$ cat src/rtl/imem_arb_pkg.sv
// Shared types for the instruction-memory arbiter: owner state, response flags, defaults.
package imem_arb_pkg;

   localparam int STARVE_LIMIT_DEF = 4;

   typedef enum logic [1:0] {
      OWN_NONE  = 2'd0,
      OWN_FETCH = 2'd1,
      OWN_DEBUG = 2'd2
   } owner_t;

   // blank forces the returned word to zero (errors and debug writes)
   typedef struct packed {
      logic err;
      logic blank;
   } rsp_t;

   function automatic int ctr_width(input int limit);
      return (limit < 1) ? 1 : $clog2(limit + 1);
   endfunction

endpackage

$ cat src/rtl/imem_starve_ctr.sv
// Saturating count of consecutive denied debug cycles; flags when debug must be forced.
// Zero latency on at_limit (registered count, combinational compare); no backpressure.
module imem_starve_ctr
   import imem_arb_pkg::*;
#(
   parameter int LIMIT = STARVE_LIMIT_DEF
)
(
   input  logic clk,
   input  logic rst_n,
   input  logic wait_req,
   input  logic granted,
   output logic at_limit
);

   localparam int CW = ctr_width(LIMIT);
   localparam logic [CW-1:0] MAX = CW'(LIMIT);

   logic [CW-1:0] cnt;

   always_ff @(posedge clk or negedge rst_n) begin
      if (!rst_n) begin
         cnt <= '0;
      end else if (!wait_req || granted) begin
         cnt <= '0;
      end else if (cnt != MAX) begin
         cnt <= cnt + CW'(1);
      end
   end

   assign at_limit = (cnt == MAX);

endmodule

$ cat src/rtl/imem_arbiter.sv
// Fetch/debug arbiter for instruction memory; grant same cycle, response one cycle later.
// No backpressure beyond grant; debug writes compiled in only with IMEM_ARB_DBG_WRITE_EN.
module imem_arbiter
   import imem_arb_pkg::*;
#(
   parameter int ADDRESS_WIDTH = 32,
   parameter int DATA_WIDTH    = 32,
   parameter int STARVE_LIMIT  = STARVE_LIMIT_DEF
)
(
   input  logic                     clk,
   input  logic                     rst_n,
   input  logic                     f_req,
   input  logic [ADDRESS_WIDTH-1:0] f_addr,
   output logic                     f_gnt,
   output logic                     f_rvalid,
   output logic [DATA_WIDTH-1:0]    f_rdata,
   output logic                     f_err,
   input  logic                     d_req,
   input  logic                     d_we,
   input  logic [ADDRESS_WIDTH-1:0] d_addr,
   input  logic [DATA_WIDTH-1:0]    d_wdata,
   output logic                     d_gnt,
   output logic                     d_rvalid,
   output logic [DATA_WIDTH-1:0]    d_rdata,
   output logic                     d_err,
   output logic [ADDRESS_WIDTH-1:0] mem_addr,
   output logic                     mem_we,
   output logic [DATA_WIDTH-1:0]    mem_wdata,
   input  logic [DATA_WIDTH-1:0]    mem_rdata
);

   owner_t                state, state_nx;
   rsp_t                  rsp_q, rsp_d;
   logic [DATA_WIDTH-1:0] rdata_q;
   logic                  dbg_starved;
   logic                  misaligned;
   logic                  wr_refused;

   imem_starve_ctr #(.LIMIT(STARVE_LIMIT)) u_starve (
      .clk      (clk),
      .rst_n    (rst_n),
      .wait_req (d_req),
      .granted  (d_gnt),
      .at_limit (dbg_starved)
   );

   // Grants are gated by rst_n so nothing is accepted or written while in reset.
   assign d_gnt = rst_n & d_req & (dbg_starved | ~f_req);
   assign f_gnt = rst_n & f_req & ~d_gnt;

   assign mem_addr   = d_gnt ? d_addr : f_addr;
   assign mem_wdata  = d_wdata;
   assign misaligned = (mem_addr[1:0] != 2'b00);

`ifdef IMEM_ARB_DBG_WRITE_EN
   assign mem_we     = d_gnt & d_we & ~misaligned;
   assign wr_refused = 1'b0;
`else
   assign mem_we     = 1'b0;
   assign wr_refused = d_we;
`endif

   assign rsp_d.err   = misaligned | (d_gnt & wr_refused);
   assign rsp_d.blank = rsp_d.err | (d_gnt & d_we);

   always_ff @(posedge clk or negedge rst_n) begin
      if (!rst_n) begin
         state <= OWN_NONE;
      end else begin
         state <= state_nx;
      end
   end

   always_comb begin
      state_nx = OWN_NONE;
      if (f_gnt) begin
         state_nx = OWN_FETCH;
      end else if (d_gnt) begin
         state_nx = OWN_DEBUG;
      end
   end

   always_ff @(posedge clk or negedge rst_n) begin
      if (!rst_n) begin
         rsp_q   <= '0;
         rdata_q <= '0;
      end else if (f_gnt || d_gnt) begin
         rsp_q   <= rsp_d;
         rdata_q <= mem_rdata;
      end
   end

   always_comb begin
      f_rvalid = 1'b0;
      f_err    = 1'b0;
      f_rdata  = '0;
      d_rvalid = 1'b0;
      d_err    = 1'b0;
      d_rdata  = '0;
      case (state)
         OWN_FETCH: begin
            f_rvalid = 1'b1;
            f_err    = rsp_q.err;
            f_rdata  = rsp_q.blank ? '0 : rdata_q;
         end
         OWN_DEBUG: begin
            d_rvalid = 1'b1;
            d_err    = rsp_q.err;
            d_rdata  = rsp_q.blank ? '0 : rdata_q;
         end
         default: ;
      endcase
   end

endmodule
$ cat config.mk
export PLATFORM = sky130hd
export DESIGN_NAME = imem_arbiter
export DESIGN_NICKNAME = d
export VERILOG_FILES = /design/src/rtl/imem_arb_pkg.sv /design/src/rtl/imem_starve_ctr.sv /design/src/rtl/imem_arbiter.sv
export SDC_FILE = /design/constraint.sdc
export NUM_CORES = 1
export LEC_CHECK = 0
export BUFFER_PORTS_ARGS = -buffer_cell sky130_fd_sc_hd__buf_2
export CAP_MARGIN = 20
export CORE_AREA = 2 2 105 107
export CTS_BUF_LIST = sky130_fd_sc_hd__clkbuf_4 sky130_fd_sc_hd__clkbuf_8
export CTS_CLUSTER_DIAMETER = 200
export DETAILED_ROUTE_END_ITERATION = 12
export DIE_AREA = 0 0 107 109
export REMOVE_ABC_BUFFERS = 1
export SLEW_MARGIN = 15
export SYNTH_ARGS = -nofsm -noshare
export SYNTH_HDL_FRONTEND = slang
export SYNTH_HIERARCHICAL = 1
export SYNTH_SLANG_ARGS = --single-unit
$ cat constraint.sdc
create_clock -name clk -period 2 [get_ports clk]
set_clock_uncertainty 0.2 [all_clocks]
set_input_delay 0 -clock clk [delete_from_list [all_inputs] [get_ports clk]]
set_output_delay 0 -clock clk [all_outputs]
set_load 0.005 [all_outputs]
==> results of run 1 <==
==> metrics by stage <==
stage / cell area, µm² / setup TNS, ns / hold slack [ns] / power, W
floorplan: 2410 / -1.08 / -0.496 / 0.00120
global placement: 3720 / 0 / -0.286 / 0.00148
detailed placement: 3720 / 0 / -0.292 / 0.00150
CTS: 4760 / -4.55 / -0.0882 / 0.00226
global route: 4780 / -6.83 / -0.0963 / 0.00238
finish: 4780 / -4.42 / -0.0839 / 0.00225
==> power by group through the flow <==
stage	clock network [W]	registers (W)	logic, W
3_3_place_gp	0	0.000934	0.000544
5_1_grt	0.000623	0.000941	0.000819
2_1_floorplan	0	0.000918	0.000279
3_5_place_dp	0	0.000941	0.000555
6_report	0.000562	0.000925	0.000758
4_1_cts	0.000584	0.000924	0.000753
==> synthesized netlist by cell type, drive strengths merged <==
cell type  instances  area (µm²)
o31ai              1        7.51
ha                 2        25.0
nand2              1        3.75
and3b              1        8.76
a21bo              1        10.0
nor3               2        15.0
and2b              2        15.0
and2              67         420
nand2b             2        12.5
a21oi              2        10.0
a21o               1        8.76
inv                4        15.0
nand3              3        27.5
and3               1        6.26
o21ai              1        16.3
mux2              64         822
nor2               1        3.75
conb               1        3.75
dfrtp             38         951
clkbuf             6        22.5
buf               39         315
and4               1        8.76
nor2b              2        12.5
a311oi             1        8.76
==> flip-flops by register name, indices dropped and copies added, names as in the netlist <==
name	flops
rsp_q	1
u_starve/cnt	3
rdata_q	32
state	2
==> cells in the final DEF, fill, tap and decap left out, types with 2 or more instances in the layout <==
master | netlist | routed
nand3_1 | 2 | 2
dlygate4sd3_1 | 0 | 68
buf_2 | 0 | 179
clkbuf_8 | 0 | 6
buf_12 | 0 | 5
dfrtp_1 | 38 | 38
mux2_4 | 27 | 27
nor2b_1 | 2 | 2
mux2_1 | 2 | 2
buf_4 | 33 | 9
and2_1 | 66 | 66
a21oi_1 | 2 | 2
and2b_1 | 2 | 2
inv_1 | 4 | 4
buf_16 | 0 | 3
buf_6 | 6 | 23
mux2_2 | 35 | 35
==> area by class of cell <==
cell class	instances	area, µm²	share of cell area, %
Timing Repair Buffer	287	2090	43.6
Sequential cell	38	951	19.9
Antenna cell	1	2.50	0.0523
Tap cell	140	175	3.66
Clock buffer	6	82.6	1.73
Clock inverter	2	12.5	0.262
Inverter	4	15.0	0.314
Multi-Input combinational cell	157	1460	30.5
==> worst register-to-register path, stage by stage, from the launching register on <==
cell and delay [ns]:
dfrtp_1 0.36, inv_1 0.05, ha_2 0.17, and2_4 0.13
nand2b_4 0.15, nand3_4 0.07, buf_12 0.14, inv_1 0.07
nand2b_1 0.18, nor3_2 0.18
==> layer usage <==
layer | vias up | track usage, % | part of all wire (%)
li1 | 1271 | - | -
met3 | 11 | 4.12 | 6.9
met1 | 1269 | 20.6 | 41
met4 | 2 | 3.99 | 0.96
met5 | - | 0 | 0.13
met2 | 133 | 29.5 | 51
==> final timing paths <==
| kind | start | cells past startpoint | endpoint |
|---|---|---|---|
| max in group asynchronous | rst_n | 3 | rdata_q[25]$_DFFE_PN0P_ |
| max reg2reg | u_starve/cnt[1]$_DFFE_PN0P_ | 9 | u_starve/cnt[2]$_DFFE_PN0P_ |
| min in group asynchronous | rst_n | 2 | rdata_q[6]$_DFFE_PN0P_ |
| min reg2reg | rdata_q[5]$_DFFE_PN0P_ | 1 | rdata_q[5]$_DFFE_PN0P_ |
| max | u_starve/cnt[1]$_DFFE_PN0P_ | 9 | mem_addr[23] |
| min | f_req | 2 | state[0]$_DFF_PN0_ |
==> cell families (layout without fill, tap and decap cells) <==
| family | Yosys count | count (layout) | synth area share [%] |
|---|---|---|---|
| and+or+nand+nor | 83 | 83 | 19.4 |
| muxes | 64 | 64 | 29.9 |
| buffers and inverters | 49 | 299 | 12.8 |
| DFF | 38 | 38 | 34.6 |
| AOI/OAI and AO/OA | 7 | 7 | 2.23 |
| adders and majority gates | 2 | 2 | 0.910 |
| other | 1 | 2 | 0.136 |
==> repair_timing <==
action                                  4_1_cts  5_1_grt
pin swaps                                     1        1
gates resized for setup                      27        2
endpoints found under the setup margin       33       33
setup buffers                                 3        1
gates cloned                                  3        0
endpoints found under the hold margin       107        1
==> impl_metrics.py, run 1 <==
metrics = {
    "status": {
        "outcome": "finished, violations left",
        "violations": "hold timing, setup timing",
    },
    "die": {
        "rows": 38,
        "start_util_pct": 25.9,
        "io_pins": 268,
        "dieArea_um2": 11700,
        "die_w_um": 107,
        "dieHeight_um": 109,
        "coreArea_um2": 10600,
    },
    "layout": {
        "area_growth_pct": 73.9,
        "fill_cells": 969,
        "post-route-util_pct": 45.1,
        "drive_above_1_share_pct": 60.1,
        "finalNetCount": 628,
        "layout.cells.non_filler": 635,
    },
    "yosys": {
        "synth_warnings": 6,
        "synth-seq-cells": 38,
        "synth.cell_area_um2": 2750,
        "synth_area_per_cell_um2": 11.3,
        "synth_cell_types": 30,
        "synthCells": 244,
        "ys_seq_area_share_pct": 34.6,
    },
    "timing": {
        "hold_viol_final": 1,
        "finalCriticalPeriod_ns": 2.16,
        "whs_ns": -0.0839,
        "setup_viol": 33,
        "finalCritPeriodShare_pct": 108,
        "fin_ws_ns": -0.155,
        "rsz0062_at_grt": "yes",
        "fmax_ghz": 0.464,
        "drv_slew": 0,
    },
    "global_routing": {
        "grt_overflow_total": 0,
        "antenna_found_initial": 1,
        "grt_max_degree": 32,
        "grt_pass1_wl_um": 14700,
        "grt_pass1_vias": 2750,
        "grt.total_usage_pct": 16.7,
    },
    "power_and_ir_drop": {
        "p_seq_share_pct": 41.2,
        "p_leak_nw": 2.58,
        "ir_drop_mv": 0.235,
        "p_int_w": 0.00163,
        "p_sw_w": 0.000615,
        "p_comb_share_pct": 33.8,
        "swShare_pct": 27.4,
        "p_clk_share_pct": 25.0,
        "p_per_area_nw_per_um2": 470,
    },
    "detailed_routing": {
        "drc_errors": 0,
        "ant_nets": 0,
        "post_drt_wl_per_cell_um": 16.2,
        "routed_wl_um": 10300,
        "num_vias": 2686,
        "first_pass_iters": 4,
        "vias_per_cell": 4.23,
        "drt_iter0_markers": 100,
    },
    "cts": {
        "clockBufferDepth": 2,
        "numCtsBuffers": 5,
        "tritoncts": "yes",
        "cts_hold_buf": 68,
        "insertion_delay_ns": 0.28,
        "htree_num_levels": 2,
        "clk_pin_slew_worst_paths_ns": 0.08,
        "root_buffer": "clkbuf_8",
        "cts_sinks": 38,
    },
    "placement": {
        "place.gp.congestion": 0.732,
        "dp_hpwl_um": 7220,
        "port_buffers": 202,
        "post-place-ws_ns": 0.0685,
        "dpl.cell_count": 551,
    },
    "critical_path": {
        "crit_chain": "inv_1 -> ha_2 -> and2_4 -> nand2b_4 -> nand3_4 -> buf_12 -> buf_12 -> mux2_4 -> buf_6",
        "slowest_stage": "dfrtp_1",
        "worstPathRequired_ns": 1.80,
        "critPathMaxStageDelay_ns": 0.39,
        "path_class": "register to output pin",
        "crit_path_end_kind": "output pin",
        "r2r_setup_slack_ns": 0.24,
        "worstPathMaxFanout": 9,
        "startpoint_type": "register",
        "path_common_cell": "buf_12",
        "crit_arrival_ns": 1.96,
        "cpLargestDelayFamily": "buffers and inverters",
        "crit_buf_inv": 4,
    },
    "hold_path": {
        "hp-class": "input pin to register",
    },
    "flow_run": {
        "drv_cap": 0,
    },
}
Power figures use the tool's default switching activity.
==> run 2: changes to the inputs <==
--- a/config.mk
+++ b/config.mk
@@ -12,8 +12,8 @@
 export CTS_CLUSTER_DIAMETER = 200
 export DETAILED_ROUTE_END_ITERATION = 12
 export DIE_AREA = 0 0 107 109
+export MAX_ROUTING_LAYER = met4
 export REMOVE_ABC_BUFFERS = 1
-export SLEW_MARGIN = 15
 export SYNTH_ARGS = -nofsm -noshare
 export SYNTH_HDL_FRONTEND = slang
 export SYNTH_HIERARCHICAL = 1
==> impl_metrics.py, run 2 (same netlist as run 1, synthesis figures left out) <==
metrics = {
    "status": {
        "outcome": "finished, violations left",
        "violations": "hold timing, setup timing",
    },
    "layout": {
        "regMostFlops": "rdata_q",
        "fill_cells": 970,
        "regArea_um2": 951,
        "multi_input_area_um2": 1460,
        "top_regs": "rdata_q (32), u_starve/cnt (3), state (2)",
        "layout.cells.non_filler": 636,
        "final_common_cell": "buf_2",
        "stdcell_area_um2": 4780,
        "largest_reg_flops": 32,
        "area_growth_pct": 74.0,
        "drive_above_1_share_pct": 60.1,
        "final_cell_mix": "179 x buf_2, 68 x dlygate4sd3_1, 66 x and2_1",
        "finalNetCount": 628,
    },
    "critical_path": {
        "r2r_end": "u_starve/cnt[2]$_DFFE_PN0P_",
        "path_common_cell": "buf_12",
        "worstPathRequired_ns": 1.80,
        "crit_arrival_ns": 1.95,
        "critPathMaxStageDelay_ns": 0.39,
        "slowest_stage": "dfrtp_1",
        "crit_chain": "inv_1 -> ha_2 -> and2_4 -> nand2b_4 -> nand3_4 -> buf_12 -> buf_12 -> mux2_4 -> buf_6",
        "startpoint_type": "register",
        "worstPathMaxFanout": 9,
        "r2r_start": "u_starve/cnt[1]$_DFFE_PN0P_",
        "crit_path_end_kind": "output pin",
        "path_class": "register to output pin",
        "r2r_setup_slack_ns": 0.24,
        "r2r_cells": 9,
    },
    "power_and_ir_drop": {
        "p_clk_share_pct": 25.0,
        "p_leak_nw": 2.58,
        "p_comb_share_pct": 33.8,
        "p_int_w": 0.00163,
        "p_seq_share_pct": 41.2,
        "ir_drop_mv": 0.235,
        "p_sw_w": 0.000615,
        "swShare_pct": 27.4,
        "p_per_area_nw_per_um2": 469,
    },
    "global_routing": {
        "antenna_found_initial": 1,
        "grt.total_usage_pct": 17.2,
        "grt_overflow_total": 0,
        "grt_max_degree": 32,
        "grt_pass1_wl_um": 14700,
        "grt_pass1_vias": 2760,
    },
    "timing": {
        "setup_tns_ns": -4.41,
        "fin_ws_ns": -0.153,
        "hold_viol_final": 1,
        "drv_slew": 0,
        "rsz0062_at_grt": "yes",
        "finalCritPeriodShare_pct": 108,
        "fmax_ghz": 0.464,
        "setup_viol": 33,
        "whs_ns": -0.0865,
        "finalCriticalPeriod_ns": 2.15,
    },
    "detailed_routing": {
        "routed_wl_um": 10300,
        "first_pass_iters": 4,
        "post_drt_wl_per_cell_um": 16.2,
        "drc_errors": 0,
        "drt_iter0_markers": 112,
        "vias_per_cell": 4.26,
        "ant_nets": 0,
        "num_vias": 2710,
    },
    "die": {
        "dieArea_um2": 11700,
        "start_util_pct": 25.9,
        "coreArea_um2": 10600,
        "rows": 38,
        "io_pins": 268,
        "dieHeight_um": 109,
        "die_w_um": 107,
    },
    "cts": {
        "clockBufferDepth": 2,
        "clk_pin_slew_worst_paths_ns": 0.08,
        "htree_num_levels": 2,
        "tritoncts": "yes",
        "cts_hold_buf": 68,
        "root_buffer": "clkbuf_8",
        "insertion_delay_ns": 0.29,
        "cts_sinks": 38,
        "numCtsBuffers": 5,
    },
    "placement": {
        "port_buffers": 202,
        "place.gp.congestion": 0.741,
        "dpl.cell_count": 551,
        "dp_hpwl_um": 7220,
        "placed_cell_area_um2": 3720,
    },
    "hold_path": {
        "hp-class": "input pin to register",
        "hold_end": "state[0]$_DFF_PN0_",
        "min-delay-start": "f_req",
        "hold_depth": 2,
    },
    "flow_run": {
        "drv_cap": 0,
    },
}
run 2: power by group through the flow:
stage               clock network [W]  registers (W)  logic [W]
floorplan                           0       0.000918   0.000279
global placement                    0       0.000934   0.000544
detailed placement                  0       0.000941   0.000555
CTS                          0.000584       0.000924   0.000753
global route                 0.000623       0.000941   0.000818
finish                       0.000562       0.000926   0.000758
run 2: worst max path at each step:
stage	start	to	slack [ns]	cells after the start
final	u_starve/cnt[1]$_DFFE_PN0P_	mem_addr[23]	-0.15	9
after global routing	u_starve/cnt[0]$_DFFE_PN0P_	mem_addr[23]	-0.23	9
after CTS	u_starve/cnt[1]$_DFFE_PN0P_	mem_addr[11]	-0.15	9
after detailed placement	u_starve/cnt[1]$_DFFE_PN0P_	mem_addr[31]	0.07	8
after global placement	u_starve/cnt[1]$_DFFE_PN0P_	mem_addr[2]	0.1	8
after floorplan	u_starve/cnt[0]$_DFFE_PN0P_	u_starve/cnt[2]$_DFFE_PN0P_	-0.18	8
run 2: what timing repair did:
item	in CTS	in global routing
endpoints found under the setup margin	33	33
setup buffers	3	1
resized for setup	27	2
endpoints found under the hold margin	107	1
gates cloned	3	0
pin swaps	1	1
run 2: critical path, delay by kind of cell (launching register included):
family / cells / cell delay, ns
mux: 1 / 0.30
buf+inv: 4 / 0.48
flops: 1 / 0.39
simple gates: 3 / 0.34
fa+ha+maj: 1 / 0.17
run 2: layer usage:
metal | routed length (µm) | track usage [%]
met1 | 4250 | 20.9
met2 | 5300 | 29.6
met3 | 656 | 3.53
met4 | 99 | 3.99
met5 | 0 | -
run 2: cell type report:
cell class                 instances  area share [%]
clock buffer                       6            1.73
sequential                        38            19.9
antenna                            2           0.105
multi-input combinational        157            30.5
inverter                           4           0.314
tap                              140            3.66
clock inverter                     2           0.262
timing repair buffer             287            43.6
run 2: stage by stage:
stage          total power (W)  setup WS (ns)  util, %
3_5_place_dp           0.00150         0.0685     35.1
2_1_floorplan          0.00120         -0.183        -
5_1_grt                0.00238         -0.225     45.1
6_report               0.00225         -0.153     45.1
4_1_cts                0.00226         -0.154     44.9
3_3_place_gp           0.00148         0.0964     35.1
==> run 3: changes to the inputs <==
--- a/config.mk
+++ b/config.mk
@@ -7,13 +7,15 @@
 export LEC_CHECK = 0
 export BUFFER_PORTS_ARGS = -buffer_cell sky130_fd_sc_hd__buf_2
 export CAP_MARGIN = 20
-export CORE_AREA = 2 2 105 107
+export CORE_AREA = 3 3 103 105
 export CTS_BUF_LIST = sky130_fd_sc_hd__clkbuf_4 sky130_fd_sc_hd__clkbuf_8
 export CTS_CLUSTER_DIAMETER = 200
 export DETAILED_ROUTE_END_ITERATION = 12
-export DIE_AREA = 0 0 107 109
+export DIE_AREA = 0 0 106 108
 export MAX_ROUTING_LAYER = met4
+export PLACE_DENSITY = 0.67
 export REMOVE_ABC_BUFFERS = 1
+export SETUP_SLACK_MARGIN = 0.02
 export SYNTH_ARGS = -nofsm -noshare
 export SYNTH_HDL_FRONTEND = slang
 export SYNTH_HIERARCHICAL = 1
==> impl_metrics.py, run 3 (same netlist as run 1, synthesis figures left out) <==
metrics = {
    "cts": {
        "htree_num_levels": 2,
        "cts_sinks": 38,
        "insertion_delay_ns": 0.29,
        "root_buffer": "clkbuf_8",
        "numCtsBuffers": 5,
        "clockBufferDepth": 2,
        "clk_pin_slew_worst_paths_ns": 0.08,
        "tritoncts": "yes",
    },
    "power_and_ir_drop": {
        "ir_drop_mv": 0.364,
        "p_leak_nw": 2.63,
        "p_per_area_nw_per_um2": 511,
    },
    "status": {
        "violations": "setup timing",
        "outcome": "finished, violations left",
    },
    "critical_path": {
        "cpLargestDelayFamily": "buffers and inverters",
        "worstPathRequired_ns": 1.80,
        "worstPathMaxFanout": 7,
        "critPathMaxStageDelay_ns": 0.39,
        "path_class": "register to output pin",
        "startpoint": "u_starve/cnt[0]$_DFFE_PN0P_",
        "crit_chain": "inv_1 -> ha_2 -> and2_4 -> nand2b_4 -> nand3_4 -> buf_4 -> buf_12 -> mux2_4 -> buf_6",
        "crit_path_end_kind": "output pin",
        "startpoint_type": "register",
        "r2r_start": "u_starve/cnt[0]$_DFFE_PN0P_",
        "slowest_stage": "dfrtp_1",
        "crit_arrival_ns": 2.00,
        "crit_buf_inv": 4,
    },
    "die": {
        "die_w_um": 106,
        "start_util_pct": 28.3,
        "coreArea_um2": 9730,
        "io_pins": 268,
        "rows": 36,
        "dieHeight_um": 108,
        "dieArea_um2": 11400,
    },
    "layout": {
        "area_growth_pct": 76.9,
        "diodes": 0,
        "stdcell_area_um2": 4860,
        "post-route-util_pct": 50.0,
        "largest_reg_flops": 32,
        "final_cell_mix": "173 x buf_2, 70 x dlygate4sd3_1, 66 x and2_1",
        "layout.cells.non_filler": 630,
        "fill_cells": 885,
        "finalNetCount": 631,
        "regMostFlops": "rdata_q",
        "drive_above_1_share_pct": 60.2,
        "top_regs": "rdata_q (32), u_starve/cnt (3), state (2)",
        "regArea_um2": 951,
        "multi_input_area_um2": 1460,
        "final_common_cell": "buf_2",
    },
    "detailed_routing": {
        "vias_per_cell": 4.31,
        "post_drt_wl_per_cell_um": 16.7,
        "first_pass_iters": 5,
        "drc_errors": 0,
        "num_vias": 2716,
        "ant_nets": 0,
        "drt_iter0_markers": 135,
        "routed_wl_um": 10500,
    },
    "global_routing": {
        "grt_pass1_vias": 2990,
        "grt.total_usage_pct": 17.8,
        "antenna_found_initial": 0,
        "grt_pass1_wl_um": 15500,
        "grt_max_degree": 35,
        "grt_overflow_total": 0,
    },
    "timing": {
        "setup_viol": 33,
        "fmax_ghz": 0.455,
        "whs_ns": 0.0262,
        "finalCriticalPeriod_ns": 2.20,
        "fin_ws_ns": -0.198,
        "hold_viol_final": 0,
        "finalCritPeriodShare_pct": 110,
        "rsz0062_at_grt": "yes",
        "drv_slew": 0,
    },
    "placement": {
        "placed_cell_area_um2": 3720,
        "dpl.cell_count": 545,
        "place.gp.congestion": 0.712,
        "dp_hpwl_um": 7190,
        "port_buffers": 202,
    },
    "hold_path": {
        "min-delay-start": "d_we",
        "hp-class": "input pin to register",
    },
    "flow_run": {
        "drv_cap": 0,
    },
}
[run 3: repair_timing]
| action | CTS | global route |
|---|---|---|
| setup buffers | 4 | 2 |
| hold buffers | 70 | 0 |
| cloned | 1 | 1 |
| gates resized for setup | 32 | 4 |
| endpoints found under the setup margin | 33 | 35 |
| endpoints found under the hold margin | 107 | 0 |
| pin swaps | 2 | 0 |
[run 3: final cells by class]
cell class / instances / share of cell area, %
clock buffers: 5 / 1.41
inverters: 4 / 0.309
multi-input cells: 157 / 30.0
well taps: 133 / 3.42
clock inverters: 3 / 1.41
flip-flops and latches: 38 / 19.5
repair buffers: 290 / 43.9
[run 3: path summary, 6_finish.rpt]
check,to,slack [ns],cells after the start
worst max-delay path,mem_addr[9],-0.20,9
worst min-delay path,rsp_q[1]$_DFFE_PN0P_,0.03,4
worst max register to register,u_starve/cnt[2]$_DFFE_PN0P_,0.14,10
worst min register to register,rdata_q[9]$_DFFE_PN0P_,0.32,1
max in group asynchronous,rdata_q[26]$_DFFE_PN0P_,0.68,3
min in group asynchronous,u_starve/cnt[2]$_DFFE_PN0P_,0.15,2
[run 3: worst min-delay path: cells and delay by family]
kind	cells	cell delay, ns
AO/OA/AOI/OAI	1	0.17
buffers and inverters	1	0.08
AND/OR/NAND/NOR	2	0.23
[run 3: stage by stage]
step                setup TNS, ns  setup slack (ns)  power (W)
finish                      -5.76            -0.198    0.00249
global route                -7.97            -0.265    0.00262
CTS                         -4.62            -0.190    0.00250
detailed placement              0            0.0334    0.00150
global placement                0            0.0972    0.00148
floorplan                   -1.08            -0.183    0.00120
[run 3: report_power, final]
group          leakage (nW)  switching (W)  internal [W]  total (W)
clock network        0.0683       0.000288      0.000500   0.000788
registers             0.453      0.0000589      0.000864   0.000923
logic                  2.11       0.000275      0.000500   0.000775
[run 3: routing by layer]
layer / global-route usage (%) / wire (µm) / vias to the layer above / part of all wire, %
met4: 5.55 / 218 / 0 / 2.1
li1: - / - / 1281 / -
met3: 4.96 / 800 / 21 / 7.6
met5: - / 0 / - / 0
met1: 20.5 / 4100 / 1279 / 39
met2: 30.2 / 5430 / 135 / 51
